## src/rtl/lif_multi_channel_system_if.sv

```systemverilog
// Pin bundle for the multi-channel LIF core: control, channel inputs, serial config and neuron outputs.
interface lif_multi_channel_system_if #(
  parameter int NUM_CH = 2,
  parameter int IN_W   = 6,
  parameter int V_W    = 8
);
  logic                   enable;
  logic                   input_enable;
  logic [NUM_CH*IN_W-1:0] chan_in;
  logic                   load_mode;
  logic                   serial_data;
  logic                   spike_out;
  logic [V_W-1:0]         v_mem_out;
  logic                   params_ready;
  logic [7:0]             spike_cnt;

  modport master (
    output enable, input_enable, chan_in, load_mode, serial_data,
    input  spike_out, v_mem_out, params_ready, spike_cnt
  );

  modport slave (
    input  enable, input_enable, chan_in, load_mode, serial_data,
    output spike_out, v_mem_out, params_ready, spike_cnt
  );
endinterface

```

## src/rtl/lif_multi_channel_system.sv

```systemverilog
// Multi-channel leaky integrate-and-fire neuron with serially loaded weights/threshold/leak/refractory period.
// Optional spike counter enabled by defining LIF_SPIKE_CNT_EN.
module lif_multi_channel_system #(
  parameter int NUM_CH = 2,
  parameter int IN_W   = 6,
  parameter int W_W    = 3,
  parameter int V_W    = 8,
  parameter int REF_W  = 4
) (
  input  logic                         clk,
  input  logic                         rst_n,
  lif_multi_channel_system_if.slave    bus
);

  localparam int CFG_BITS = NUM_CH*W_W + 2*V_W + REF_W;
  localparam int CNT_W    = $clog2(CFG_BITS + 1);
  localparam int SUM_W    = IN_W + W_W + $clog2(NUM_CH + 1);
  localparam int ACC_W    = ((SUM_W > V_W) ? SUM_W : V_W) + 2;
  localparam int LEAK_LSB = REF_W;
  localparam int THR_LSB  = V_W + REF_W;
  localparam int W_LSB    = 2*V_W + REF_W;

  typedef enum logic [1:0] {
    ST_CFG,
    ST_RUN,
    ST_REFRACT
  } state_t;

  state_t              state_q, state_d;
  logic [CFG_BITS-1:0] shadow_q, shadow_d;
  logic [CFG_BITS-1:0] act_q, act_d;
  logic [CNT_W-1:0]    bit_cnt_q, bit_cnt_d;
  logic                valid_q, valid_d;
  logic                ready_q, ready_d;
  logic [V_W-1:0]      v_q, v_d;
  logic                spike_q, spike_d;
  logic [REF_W-1:0]    ref_q, ref_d;

  logic [V_W-1:0]      thr;
  logic [V_W-1:0]      leak;
  logic [REF_W-1:0]    refrac;
  logic [SUM_W-1:0]    sum;
  logic signed [ACC_W-1:0] acc;
  logic [V_W-1:0]      v_clamp;

  assign thr    = act_q[THR_LSB +: V_W];
  assign leak   = act_q[LEAK_LSB +: V_W];
  assign refrac = act_q[REF_W-1:0];

  always_comb begin
    sum = '0;
    for (int unsigned i = 0; i < NUM_CH; i++) begin
      sum = sum + SUM_W'(bus.chan_in[i*IN_W +: IN_W]) * SUM_W'(act_q[W_LSB + i*W_W +: W_W]);
    end
  end

  // Widened signed accumulator so both underflow and overflow are visible before clamping.
  assign acc = $signed(ACC_W'(v_q)) + $signed(ACC_W'(sum)) - $signed(ACC_W'(leak));

  always_comb begin
    if (acc[ACC_W-1]) begin
      v_clamp = '0;
    end else if (|acc[ACC_W-2:V_W]) begin
      v_clamp = '1;
    end else begin
      v_clamp = acc[V_W-1:0];
    end
  end

  always_comb begin
    state_d   = state_q;
    shadow_d  = shadow_q;
    act_d     = act_q;
    bit_cnt_d = bit_cnt_q;
    valid_d   = valid_q;
    ready_d   = ready_q;
    v_d       = v_q;
    spike_d   = 1'b0;
    ref_d     = ref_q;

    if (bus.load_mode) begin
      shadow_d = {shadow_q[CFG_BITS-2:0], bus.serial_data};
      if (bit_cnt_q != CNT_W'(CFG_BITS)) begin
        bit_cnt_d = bit_cnt_q + CNT_W'(1);
      end
      ready_d = 1'b0;
      v_d     = '0;
      ref_d   = '0;
      state_d = ST_CFG;
    end else if (bit_cnt_q != '0) begin
      // A non-zero bit count marks the first idle cycle after a load: close the frame here.
      if (bit_cnt_q == CNT_W'(CFG_BITS)) begin
        act_d   = shadow_q;
        valid_d = 1'b1;
      end
      bit_cnt_d = '0;
      ready_d   = 1'b0;
    end else begin
      ready_d = valid_q;
      unique case (state_q)
        ST_CFG: begin
          if (valid_q) begin
            state_d = ST_RUN;
          end
        end
        ST_RUN: begin
          if (bus.input_enable) begin
            if (v_clamp >= thr) begin
              spike_d = 1'b1;
              v_d     = '0;
              if (refrac != '0) begin
                ref_d   = refrac;
                state_d = ST_REFRACT;
              end
            end else begin
              v_d = v_clamp;
            end
          end
        end
        ST_REFRACT: begin
          v_d   = '0;
          ref_d = ref_q - REF_W'(1);
          if (ref_q <= REF_W'(1)) begin
            state_d = ST_RUN;
          end
        end
        default: begin
          state_d = ST_CFG;
        end
      endcase
    end
  end

  always_ff @(posedge clk) begin
    if (!rst_n) begin
      state_q   <= ST_CFG;
      shadow_q  <= '0;
      act_q     <= '0;
      bit_cnt_q <= '0;
      valid_q   <= 1'b0;
      ready_q   <= 1'b0;
      v_q       <= '0;
      spike_q   <= 1'b0;
      ref_q     <= '0;
    end else if (bus.enable) begin
      state_q   <= state_d;
      shadow_q  <= shadow_d;
      act_q     <= act_d;
      bit_cnt_q <= bit_cnt_d;
      valid_q   <= valid_d;
      ready_q   <= ready_d;
      v_q       <= v_d;
      spike_q   <= spike_d;
      ref_q     <= ref_d;
    end
  end

  assign bus.spike_out    = spike_q;
  assign bus.v_mem_out    = v_q;
  assign bus.params_ready = ready_q;

`ifdef LIF_SPIKE_CNT_EN
  logic       commit;
  logic [7:0] scnt_q;

  assign commit = !bus.load_mode && (bit_cnt_q == CNT_W'(CFG_BITS));

  always_ff @(posedge clk) begin
    if (!rst_n) begin
      scnt_q <= '0;
    end else if (bus.enable) begin
      if (commit) begin
        scnt_q <= '0;
      end else if (spike_d && (scnt_q != 8'hFF)) begin
        scnt_q <= scnt_q + 8'd1;
      end
    end
  end

  assign bus.spike_cnt = scnt_q;
`else
  assign bus.spike_cnt = '0;
`endif

endmodule
```

## src/flat_wrapper.sv

```systemverilog
// flat-port wrapper written by rule: the top's interface ports become plain ports
module lif_multi_channel_system_flat 
#(
  parameter int NUM_CH = 2,
  parameter int IN_W   = 6,
  parameter int W_W    = 3,
  parameter int V_W    = 8,
  parameter int REF_W  = 4
)
  (clk, rst_n, bus_enable, bus_input_enable, bus_chan_in, bus_load_mode, bus_serial_data, bus_spike_out, bus_v_mem_out, bus_params_ready, bus_spike_cnt);
  lif_multi_channel_system_if #(.NUM_CH(NUM_CH), .IN_W(IN_W), .V_W(V_W)) bus_i ();
  input  logic clk;
  input  logic rst_n;
  input wire logic [$bits(bus_i.enable)-1:0] bus_enable;
  input wire logic [$bits(bus_i.input_enable)-1:0] bus_input_enable;
  input wire logic [$bits(bus_i.chan_in)-1:0] bus_chan_in;
  input wire logic [$bits(bus_i.load_mode)-1:0] bus_load_mode;
  input wire logic [$bits(bus_i.serial_data)-1:0] bus_serial_data;
  output wire logic [$bits(bus_i.spike_out)-1:0] bus_spike_out;
  output wire logic [$bits(bus_i.v_mem_out)-1:0] bus_v_mem_out;
  output wire logic [$bits(bus_i.params_ready)-1:0] bus_params_ready;
  output wire logic [$bits(bus_i.spike_cnt)-1:0] bus_spike_cnt;
  assign bus_i.enable = bus_enable;
  assign bus_i.input_enable = bus_input_enable;
  assign bus_i.chan_in = bus_chan_in;
  assign bus_i.load_mode = bus_load_mode;
  assign bus_i.serial_data = bus_serial_data;
  assign bus_spike_out = bus_i.spike_out;
  assign bus_v_mem_out = bus_i.v_mem_out;
  assign bus_params_ready = bus_i.params_ready;
  assign bus_spike_cnt = bus_i.spike_cnt;
  lif_multi_channel_system #(.NUM_CH(NUM_CH), .IN_W(IN_W), .W_W(W_W), .V_W(V_W), .REF_W(REF_W)) u_core (.clk(clk), .rst_n(rst_n), .bus(bus_i));
endmodule
```

## config.mk

```make
export PLATFORM = sky130hd
export DESIGN_NAME = lif_multi_channel_system_flat
export DESIGN_NICKNAME = d
export VERILOG_FILES = /design/src/rtl/lif_multi_channel_system_if.sv /design/src/rtl/lif_multi_channel_system.sv /design/src/flat_wrapper.sv
export SDC_FILE = /design/constraint.sdc
export NUM_CORES = 1
export LEC_CHECK = 0
export ABC_AREA = 1
export BUFFER_PORTS_ARGS = -buffer_cell sky130_fd_sc_hd__buf_2
export CORE_UTILIZATION = 40
export CTS_CLUSTER_DIAMETER = 50
export DETAILED_ROUTE_END_ITERATION = 16
export HOLD_SLACK_MARGIN = 0.02
export PLACE_DENSITY = 0.61
export SETUP_SLACK_MARGIN = 0.05
export SYNTH_ARGS = -nofsm -noshare
export SYNTH_HDL_FRONTEND = slang
export SYNTH_SLANG_ARGS = --single-unit
```

## constraint.sdc

```tcl
create_clock -name clk -period 7.5 [get_ports clk]
set_clock_uncertainty 0.1 [all_clocks]
set_input_delay 1.5 -clock clk [delete_from_list [all_inputs] [get_ports clk]]
set_output_delay 1.5 -clock clk [all_outputs]
set_load 0.05 [all_outputs]
```

==> results of run 1 <==
-- cell type report --
cell class                 count  area [um2]  area share, %
tap                          172         215           3.33
clock inverter                 7        52.6          0.813
timing repair buffer          77         520           8.06
sequential                    74        1480           22.9
inverter                     135         509           7.88
multi-input combinational    510        3460           53.5
clock buffer                   9         225           3.49
-- state kept, by name, indices dropped and copies added (netlist names) --
| name | count |
|---|---|
| u_core.act_q | 26 |
| u_core.shadow_q | 26 |
| u_core.bus.v_mem_out | 8 |
| u_core.bit_cnt_q | 5 |
| u_core.ref_q | 4 |
| u_core.state_q | 2 |
| u_core.bus.params_ready | 1 |
| u_core.bus.spike_out | 1 |
| u_core.valid_q | 1 |
-- worst max-delay path by stage --
| stage | from | end | slack, ps | cells after the start |
|---|---|---|---|---|
| CTS | bus_chan_in[0] | u_core.bus.v_mem_out[2] | 100 | 36 |
| finish | bus_chan_in[1] | u_core.bus.v_mem_out[3] | 140 | 35 |
| floorplan | bus_chan_in[0] | u_core.bus.v_mem_out[0] | 60 | 33 |
| detailed placement | bus_chan_in[0] | u_core.bus.v_mem_out[2] | -430 | 36 |
| global route | bus_chan_in[1] | u_core.bus.v_mem_out[2] | -220 | 39 |
| global placement | bus_chan_in[0] | u_core.bus.v_mem_out[2] | -270 | 35 |
-- cells in the final DEF, fill, tap and decap left out, drive strengths merged, types with 16 or more instances in the layout --
cell | Yosys | layout
nand3 | 25 | 25
nand2 | 128 | 128
buf | 9 | 77
nand4 | 16 | 16
ha | 44 | 44
inv | 134 | 136
o21ai | 64 | 64
dfxtp | 74 | 74
fa | 23 | 23
nor2 | 112 | 112
a21oi | 49 | 49
-- power by group through the flow --
stage / clock (mW) / combinational, mW / sequential (mW)
final: 0.401 / 0.0868 / 0.417
after global routing: 0.426 / 0.0981 / 0.419
after CTS: 0.408 / 0.0843 / 0.417
after detailed placement: 0 / 0.0837 / 0.426
after global placement: 0 / 0.0822 / 0.425
after floorplan: 0 / 0.0658 / 0.425
-- worst reg2reg max path: cells and delay by family, from the launching register on --
| kind | cells | cell delay [ps] |
|---|---|---|
| AND/OR/NAND/NOR | 11 | 1260 |
| flip-flops | 1 | 450 |
| AO/OA/AOI/OAI | 9 | 1170 |
| adder cells (fa/ha/maj) | 8 | 3090 |
| XOR/XNOR | 1 | 140 |
| buffers and inverters | 3 | 280 |
-- routing by layer --
| metal | wire (um) | up-vias | global-route usage (%) | part of all wire (%) |
|---|---|---|---|---|
| li1 | - | 2463 | - | - |
| met4 | 109 | 0 | 4.49 | 0.92 |
| met3 | 325 | 8 | 3.10 | 2.7 |
| met5 | 0 | - | 0 | 0 |
| met2 | 5430 | 56 | 29.1 | 46 |
| met1 | 6040 | 2149 | 24.4 | 51 |
-- per-stage QoR --
step	power [mW]	instance area [um2]	util, %	hold WS, ps
floorplan	0.491	5360	-	335
global placement	0.507	5870	45.8	361
detailed placement	0.509	5870	45.8	365
CTS	0.909	6240	48.7	382
global route	0.944	6460	50.4	415
finish	0.906	6460	50.4	374
-- timing repair --
action	CTS	global route
endpoints found under the setup margin	8	15
gates resized for setup	9	45
pin swaps	19	49
buffers inserted	8	4
-- logic make-up after synthesis --
logic type	count (synthesis)	share of synthesized area (%)
fa+ha+maj	67	19.0
buf+inv	160	11.9
simple gates	292	25.6
flops	74	27.8
compound gates	128	13.2
other cells	1	0.0703
xor+xnor	15	2.46
==> run_results.csv, run 1 <==
group,metric,value,unit
placed_design,place_inst,956,
floorplanning,ios,36,
placed_design,place_ws,-431,ps
clock_tree,cts_tree,"built",
floorplanning,die_w,117,um
sta,fmax,0.136,GHz
power_and_ir_drop,total_leakage_power,3.25,nW
setup_path,startpoint_type,"input pin",
drt,drtPass1Iterations,4,
yosys,dominantRegCellSynth,"dfxtp_1",
grt,grt_pass1_wl,20.3,mm
yosys,post-synth-top-count-cell,"inv_1",
clock_tree,holdBufCountCts,0,
yosys,synthTopCellsByCount,"inv_1, nand2_1, nor2_1, dfxtp_1, o21ai_0",
sta,rsz0062_at_grt,"yes",
setup_path,cp_slowest_stage_delay,560,ps
drt,drt-initial-drc-count,234,
setup_path,path_buf_inv,6,
floorplanning,fp.dieH,117,um
sta,finalCritPeriodShare,98.1,%
setup_path,end_kind,"flop",
yosys,syn_avg_cell_area,7.24,um2
clock_tree,max-clock-path-buffers,2,
clock_tree,clk_latency,340,ps
power_and_ir_drop,pwr-share-seq,46.1,%
clock_tree,cts_root_buffer,"clkbuf_16",
clock_tree,cts.clk_slew.worst_paths,60,ps
sta,setup_violations,0,
setup_path,r2r-end,"u_core.bus.v_mem_out[3]",
placed_design,place.gp.congestion,0.847,
yosys,synth_edf_count,0,
final_layout,diodes,0,
yosys,ys_warn_count,0,
power_and_ir_drop,p_sw,245,uW
power_and_ir_drop,p_per_area,140,nW/um2
sta,relSlewSlack,25.4,%
worst_hold_path,hold_start,"u_core.act_q[14]",
floorplanning,die_area,13800,um2
grt,grt_max_degree,61,
grt,grt_pass1_vias,4460,
power_and_ir_drop,power_switching_share,27.1,%
yosys,yosysUniqueCellTypes,40,
sta,drv_slew,0,
sta,fin_crit,7360,ps
floorplanning,initial_utilization,41.6,%
setup_path,cp_common_cell,"a21oi_2",
yosys,yosysTopAreaCell,"dfxtp_1",
setup_path,crit_required,7660,ps
run_status,status,"finished clean",
yosys,post_synth_instance_area,5330,um2
final_layout,drive_gt1_share,23.5,%
worst_hold_path,whs_path_depth,2,
setup_path,crit_path_top_delay_cell,"fa_2",
power_and_ir_drop,power_frac_comb,9.6,%
power_and_ir_drop,internal-power,660,uW
clock_tree,cts_made_buffers,9,
yosys,ys_ff_latch,74,
drt,wl,11.9,mm
power_and_ir_drop,vdd_drop_max,108,uV
final_layout,fill_cells,1266,
sta,setup_tns,0,ps
placed_design,dpl.hpwl,9.06,mm
sta,layout_setup_ws,140,ps
yosys,async_flop_share,0,%
final_layout,finalNonFillerCells,984,
grt,grt_use_total,17.9,%
drt,drc,0,
sta,hold_viol,0,
worst_hold_path,hp-class,"flop to flop",
setup_path,crit_type,"input pin to flop",
sta,worst_pin_slew,1120,ps
final_layout,area_growth,21.1,%
yosys,synth_top_cell_area_share,27.8,%
setup_path,crit_family,"adder cells",
clock_tree,htreeDepth,3,
yosys,syn_inst,737,
clock_tree,cts_sinks,74,
worst_hold_path,worstHoldEndpoint,"u_core.act_q[14]",
final_layout,nets,892,
setup_path,reg2reg_slack,930,ps
drt,viasPerCell,4.75,
setup_path,r2r_start,"u_core.act_q[25]",
placed_design,port_buffers,27,
drt,wl_per_cell,12.1,um
yosys,ys_seq_area_share,27.8,%
drt,antenna_left,0,
yosys,synth_area_leaders,"dfxtp_1, ha_1, inv_1, fa_1, nand2_1",
setup_path,crit_path_max_fanout,8,
drt,routed-via-count,4676,
power_and_ir_drop,clockPowerShare,44.3,%
setup_path,ff2ff_path_depth,32,
grt,antenna_found_initial,0,
grt,overflow,0,
setup_path,crit_arrival,7520,ps
floorplanning,core-area,12800,um2
floorplanning,rows,41,
run,drv_cap,0,
(Power assumes the default switching activity.)
==> run 2: changes to the inputs <==
--- a/config.mk
+++ b/config.mk
@@ -5,14 +5,13 @@
 export SDC_FILE = /design/constraint.sdc
 export NUM_CORES = 1
 export LEC_CHECK = 0
-export ABC_AREA = 1
 export BUFFER_PORTS_ARGS = -buffer_cell sky130_fd_sc_hd__buf_2
 export CORE_UTILIZATION = 40
 export CTS_CLUSTER_DIAMETER = 50
 export DETAILED_ROUTE_END_ITERATION = 16
 export HOLD_SLACK_MARGIN = 0.02
-export PLACE_DENSITY = 0.61
 export SETUP_SLACK_MARGIN = 0.05
+export SLEW_MARGIN = 10
 export SYNTH_ARGS = -nofsm -noshare
 export SYNTH_HDL_FRONTEND = slang
 export SYNTH_SLANG_ARGS = --single-unit
==> run_results.csv, run 2 <==
group,metric,value,unit
yosys,synth_top_cell_area_share,27.7,%
setup_path,startpoint_type,"input pin",
setup_path,r2r-end,"u_core.bus.v_mem_out[0]",
power_and_ir_drop,total_power,836,uW
final_layout,fill_cells,1215,
final_layout,nets,816,
final_layout,area_growth,25.8,%
worst_hold_path,worstHoldEndpoint,"u_core.act_q[16]",
drt,routed-via-count,4614,
sta,setup_tns,-10620,ps
setup_path,r2r_start,"u_core.act_q[22]",
yosys,yosys.area_share.simple,21.2,%
placed_design,port_buffers,27,
yosys,yosysTopAreaCell,"dfxtp_1",
yosys,ys_ff_latch,74,
final_layout,drive_gt1_share,23.6,%
clock_tree,cts_sinks,74,
run_status,status,"finished, violations left",
grt,grt_use_total,19.0,%
sta,layout_setup_ws,-778,ps
clock_tree,max-clock-path-buffers,2,
sta,rsz0062_at_grt,"yes",
setup_path,crit_type,"input pin to flop",
floorplanning,fp.dieH,118,um
clock_tree,cts.clk_slew.worst_paths,60,ps
drt,viasPerCell,5.08,
drt,drc,0,
worst_hold_path,hold_start,"u_core.act_q[16]",
yosys,synthXorXnorAreaFrac,2.62,%
setup_path,ff2ff_path_depth,31,
grt,grt_pass1_wl,21.3,mm
floorplanning,core-area,12800,um2
floorplanning,die_w,118,um
drt,wl,12.7,mm
yosys,async_flop_share,0,%
drt,antenna_left,0,
grt,antenna_found_initial,0,
yosys,synth_area_leaders,"dfxtp_1, ha_1, nand2_1, fa_1, a21boi_0",
run_status,violations,"negative setup slack",
final_layout,finalNonFillerCells,908,
setup_path,crit_arrival,8430,ps
sta,relSlewSlack,36.4,%
grt,grt_max_degree,67,
worst_hold_path,whs_path_depth,2,
sta,setup_violations,15,
final_layout,layout_commonest_cell,"nand2_1",
placed_design,dpl.hpwl,9.53,mm
clock_tree,cts_root_buffer,"clkbuf_16",
yosys,dominantRegCellSynth,"dfxtp_1",
placed_design,place.gp.congestion,0.849,
placed_design,place_ws,-1460,ps
yosys,synth_edf_count,0,
clock_tree,clk_latency,330,ps
setup_path,crit_path_top_delay_cell,"fa_1",
clock_tree,holdBufCountCts,0,
yosys,ys_warn_count,0,
yosys,yosys-mux-area-fraction,0.375,%
sta,holdWs,367,ps
final_layout,final_util,52.4,%
drt,drt-initial-drc-count,190,
yosys,synth_compound_area_share,22.4,%
yosys,synth_top_family_by_area,"compound AO/OA/AOI/OAI gates",
grt,use_met2,33.1,%
floorplanning,ios,36,
sta,fin_crit,8280,ps
placed_design,place_area,6060,um2
yosys,syn_avg_cell_area,8.30,um2
setup_path,crit_required,7660,ps
floorplanning,rows,41,
setup_path,end_kind,"flop",
run,drv_cap,0,
yosys,synthAdderAreaFrac,18.9,%
clock_tree,htreeDepth,3,
grt,busiest_layer,"met2",
final_layout,diodes,0,
setup_path,crit_path_max_fanout,8,
final_layout,fin_area,6720,um2
yosys,yosysUniqueCellTypes,64,
power_and_ir_drop,vdd_drop_max,117,uV
drt,wl_per_cell,14.0,um
grt,grt_use_met3,3.10,%
sta,hold_viol,0,
clock_tree,cts_made_buffers,9,
floorplanning,initial_utilization,41.7,%
sta,fmax,0.121,GHz
yosys,ys_seq_area_share,27.7,%
final_layout,final_cell_mix,"nand2_1, buf_4, dfxtp_1, a21boi_0, inv_1",
placed_design,place_inst,877,
sta,drv_slew,0,
floorplanning,die_area,13800,um2
grt,grt_pass1_vias,4604,
power_and_ir_drop,p_per_area,124,nW/um2
yosys,post_synth_instance_area,5340,um2
yosys,post-synth-top-count-cell,"nand2_1",
grt,overflow,0,
clock_tree,cts_tree,"built",
yosys,syn_inst,644,
grt,use_met1,23.1,%
worst_hold_path,hp-class,"flop to flop",
power_and_ir_drop,total_leakage_power,2.69,nW
yosys,synthTopCellsByCount,"nand2_1, dfxtp_1, a21boi_0, inv_1, ha_1",
setup_path,cp_slowest_stage_delay,530,ps
sta,finalCritPeriodShare,110,%
drt,drtPass1Iterations,4,
setup_path,reg2reg_slack,140,ps
sta,worst_pin_slew,952,ps
==> run 2: cell type report <==
class | instances | area (um2) | share of cell area [%]
multi-input cells | 494 | 3850 | 57.2
flip-flops and latches | 74 | 1480 | 22.0
repair buffers | 103 | 716 | 10.6
clock buffers | 10 | 239 | 3.56
well taps | 172 | 215 | 3.20
inverters | 49 | 184 | 2.74
clock inverters | 6 | 40.0 | 0.596
==> run 2: cell families (layout without fill, tap and decap cells) <==
group	after synthesis	after routing
buffers and inverters	83	168
muxes	2	2
adders and majority gates	67	67
and+or+nand+nor	242	242
AOI/OAI and AO/OA	159	159
other	1	8
xor gates and xnor gates	16	16
DFF	74	74
==> run 2: metal layers <==
metal  routed length [um]  share of wire, %
met4                  225               1.8
met2                 6440                51
met3                  361               2.8
met1                 5700                45
met5                    0                 0
==> run 2: worst max-delay path: cells and delay by family <==
family,cells,cell delay (ps)
buffers and inverters,5,530
adders and majority gates,8,2790
AOI/OAI and AO/OA,11,1890
and+or+nand+nor,7,1580
xor gates and xnor gates,1,150
==> run 2: where the power goes <==
part | total (mW) | internal, mW | leakage (nW) | switching [mW]
sequential | 0.396 | 0.394 | 0.596 | 0.00156
combinational | 0.0428 | 0.0135 | 1.96 | 0.0294
clock | 0.397 | 0.233 | 0.139 | 0.164
total | 0.836 | 0.641 | 2.69 | 0.195
==> run 2: worst max-delay path by stage <==
stage	from	endpoint	slack [ps]	cells after the start
after CTS	bus_chan_in[0]	u_core.bus.v_mem_out[0]	-800	32
after global placement	bus_chan_in[2]	u_core.bus.v_mem_out[7]	-1300	31
after detailed placement	bus_chan_in[2]	u_core.bus.v_mem_out[3]	-1460	31
after floorplan	bus_chan_in[2]	u_core.bus.v_mem_out[3]	-880	31
after global routing	bus_chan_in[0]	u_core.state_q[0]	-1040	33
final	bus_chan_in[0]	u_core.bus.v_mem_out[0]	-780	32
==> run 2: what timing repair did <==
action / in CTS / in global routing
gates resized for setup: 33 / 15
setup endpoints to repair: 15 / 15
pin swaps: 43 / 19
setup buffers: 14 / 2
gates cloned: 0 / 0
==> run 3: changes to the inputs <==
--- a/config.mk
+++ b/config.mk
@@ -10,8 +10,10 @@
 export CTS_CLUSTER_DIAMETER = 50
 export DETAILED_ROUTE_END_ITERATION = 16
 export HOLD_SLACK_MARGIN = 0.02
+export RECOVER_POWER = 50
 export SETUP_SLACK_MARGIN = 0.05
 export SLEW_MARGIN = 10
 export SYNTH_ARGS = -nofsm -noshare
 export SYNTH_HDL_FRONTEND = slang
 export SYNTH_SLANG_ARGS = --single-unit
+export TNS_END_PERCENT = 5
==> run_results.csv, run 3 (synthesis results as in run 2) <==
group,metric,value,unit
final_layout,final_cell_mix,"nand2_1, dfxtp_1, buf_4, a21boi_0, inv_1",
drt,antenna_left,0,
drt,drc,0,
drt,drtPass1Iterations,4,
sta,rsz0062_at_grt,"yes",
grt,antenna_found_initial,0,
setup_path,reg2reg_slack,190,ps
setup_path,r2r-end,"u_core.bus.v_mem_out[1]",
final_layout,diodes,0,
sta,fin_crit,8170,ps
placed_design,place_ws,-1390,ps
run_status,violations,"negative setup slack",
grt,grt_max_degree,67,
power_and_ir_drop,p_per_area,130,nW/um2
final_layout,multi_input_area,3720,um2
final_layout,finalNonFillerCells,905,
drt,drt-initial-drc-count,174,
sta,worst_pin_slew,1370,ps
drt,wl,12.4,mm
floorplanning,rows,41,
final_layout,layout_commonest_cell,"nand2_1",
sta,holdWs,368,ps
sta,layout_setup_ws,-673,ps
drt,wl_per_cell,13.7,um
grt,overflow,0,
sta,setup_violations,15,
grt,grt_use_total,18.6,%
setup_path,ff2ff_path_depth,31,
placed_design,place.gp.congestion,0.818,
run_status,status,"finished, violations left",
floorplanning,fp.dieH,118,um
clock_tree,clk_latency,340,ps
drt,viasPerCell,5.18,
placed_design,place_inst,878,
floorplanning,die_area,13800,um2
setup_path,crit_path_max_fanout,8,
sta,hold_viol,0,
setup_path,crit_family,"adder cells",
worst_hold_path,worstHoldEndpoint,"u_core.act_q[5]",
sta,fmax,0.122,GHz
setup_path,crit_required,7650,ps
grt,grt_pass1_vias,4486,
final_layout,nets,813,
power_and_ir_drop,vdd_drop_max,111,uV
clock_tree,cts_sinks,74,
worst_hold_path,hold_start,"u_core.act_q[5]",
worst_hold_path,hp-class,"flop to flop",
sta,drv_slew,0,
floorplanning,die_w,118,um
floorplanning,ios,36,
setup_path,crit_arrival,8330,ps
final_layout,fill_cells,1235,
floorplanning,initial_utilization,41.7,%
setup_path,startpoint_type,"input pin",
drt,routed-via-count,4684,
clock_tree,htreeDepth,3,
sta,relSlewSlack,8.63,%
placed_design,dpl.hpwl,9.44,mm
setup_path,r2r_start,"u_core.act_q[20]",
sta,setup_tns,-9290,ps
clock_tree,cts.clk_slew.worst_paths,60,ps
setup_path,end_kind,"flop",
final_layout,area_growth,22.8,%
setup_path,cp_slowest_stage_delay,620,ps
final_layout,seqCellArea,1480,um2
setup_path,crit_type,"input pin to flop",
final_layout,drive_gt1_share,19.4,%
worst_hold_path,whs_path_depth,2,
run,drv_cap,0,
clock_tree,cts_root_buffer,"clkbuf_16",
placed_design,port_buffers,27,
clock_tree,max-clock-path-buffers,2,
sta,finalCritPeriodShare,109,%
setup_path,path_buf_inv,4,
clock_tree,cts_tree,"built",
grt,grt_pass1_wl,21.0,mm
final_layout,final_util,51.2,%
clock_tree,cts_made_buffers,9,
floorplanning,core-area,12800,um2
power_and_ir_drop,total_leakage_power,2.62,nW
setup_path,crit_path_top_delay_cell,"fa_1",
run 3: worst max path at each step:
stage / startpoint / endpoint / cells past startpoint
after floorplan: bus_chan_in[2] / u_core.bus.v_mem_out[3] / 31
after global placement: bus_chan_in[2] / u_core.bus.v_mem_out[5] / 31
after detailed placement: bus_chan_in[2] / u_core.bus.v_mem_out[3] / 32
after CTS: bus_chan_in[2] / u_core.bus.v_mem_out[2] / 31
after global routing: bus_chan_in[2] / u_core.ref_q[3] / 32
final: bus_chan_in[2] / u_core.bus.v_mem_out[1] / 32
run 3: timing repair:
action                     in CTS  in global routing
setup buffers                  10                  0
gates resized for setup        23                  8
hold buffers                    0                  0
pin swaps                      34                 10
setup endpoints to repair      15                 15
gates cloned                    1                  0
run 3: per-stage QoR:
| stage | power [mW] | instance area (um2) |
|---|---|---|
| 6_report | 0.856 | 6560 |
| 5_1_grt | 0.886 | 6560 |
| 4_1_cts | 0.864 | 6560 |
| 3_5_place_dp | 0.447 | 6060 |
| 3_3_place_gp | 0.446 | 6060 |
| 2_1_floorplan | 0.439 | 5430 |
run 3: layout make-up:
class	instances	area share [%]
inverters	49	2.80
multi-input cells	494	56.7
well taps	172	3.28
repair buffers	100	10.3
clock inverters	5	0.839
clock buffers	11	3.55
flip-flops and latches	74	22.6
run 3: where the power goes:
group	internal (mW)	switching, mW
sequential	0.395	0.00157
clock	0.256	0.161
combinational	0.0131	0.0295
total	0.664	0.192
run 3: tightest hold or removal path: cells and delay by family, from the launching register on:
family | cells | cell delay [ps]
AOI/OAI and AO/OA | 1 | 60
DFF | 1 | 310
and+or+nand+nor | 1 | 50
run 3: metal layers:
metal  up-vias  track usage [%]  part of all wire, %
li1       2355                -                    -
met1      2245             23.5                   46
met2        71             32.7                   50
met5         -                0                    0
met3        13             2.62                  2.8
met4         0             5.53                  1.1
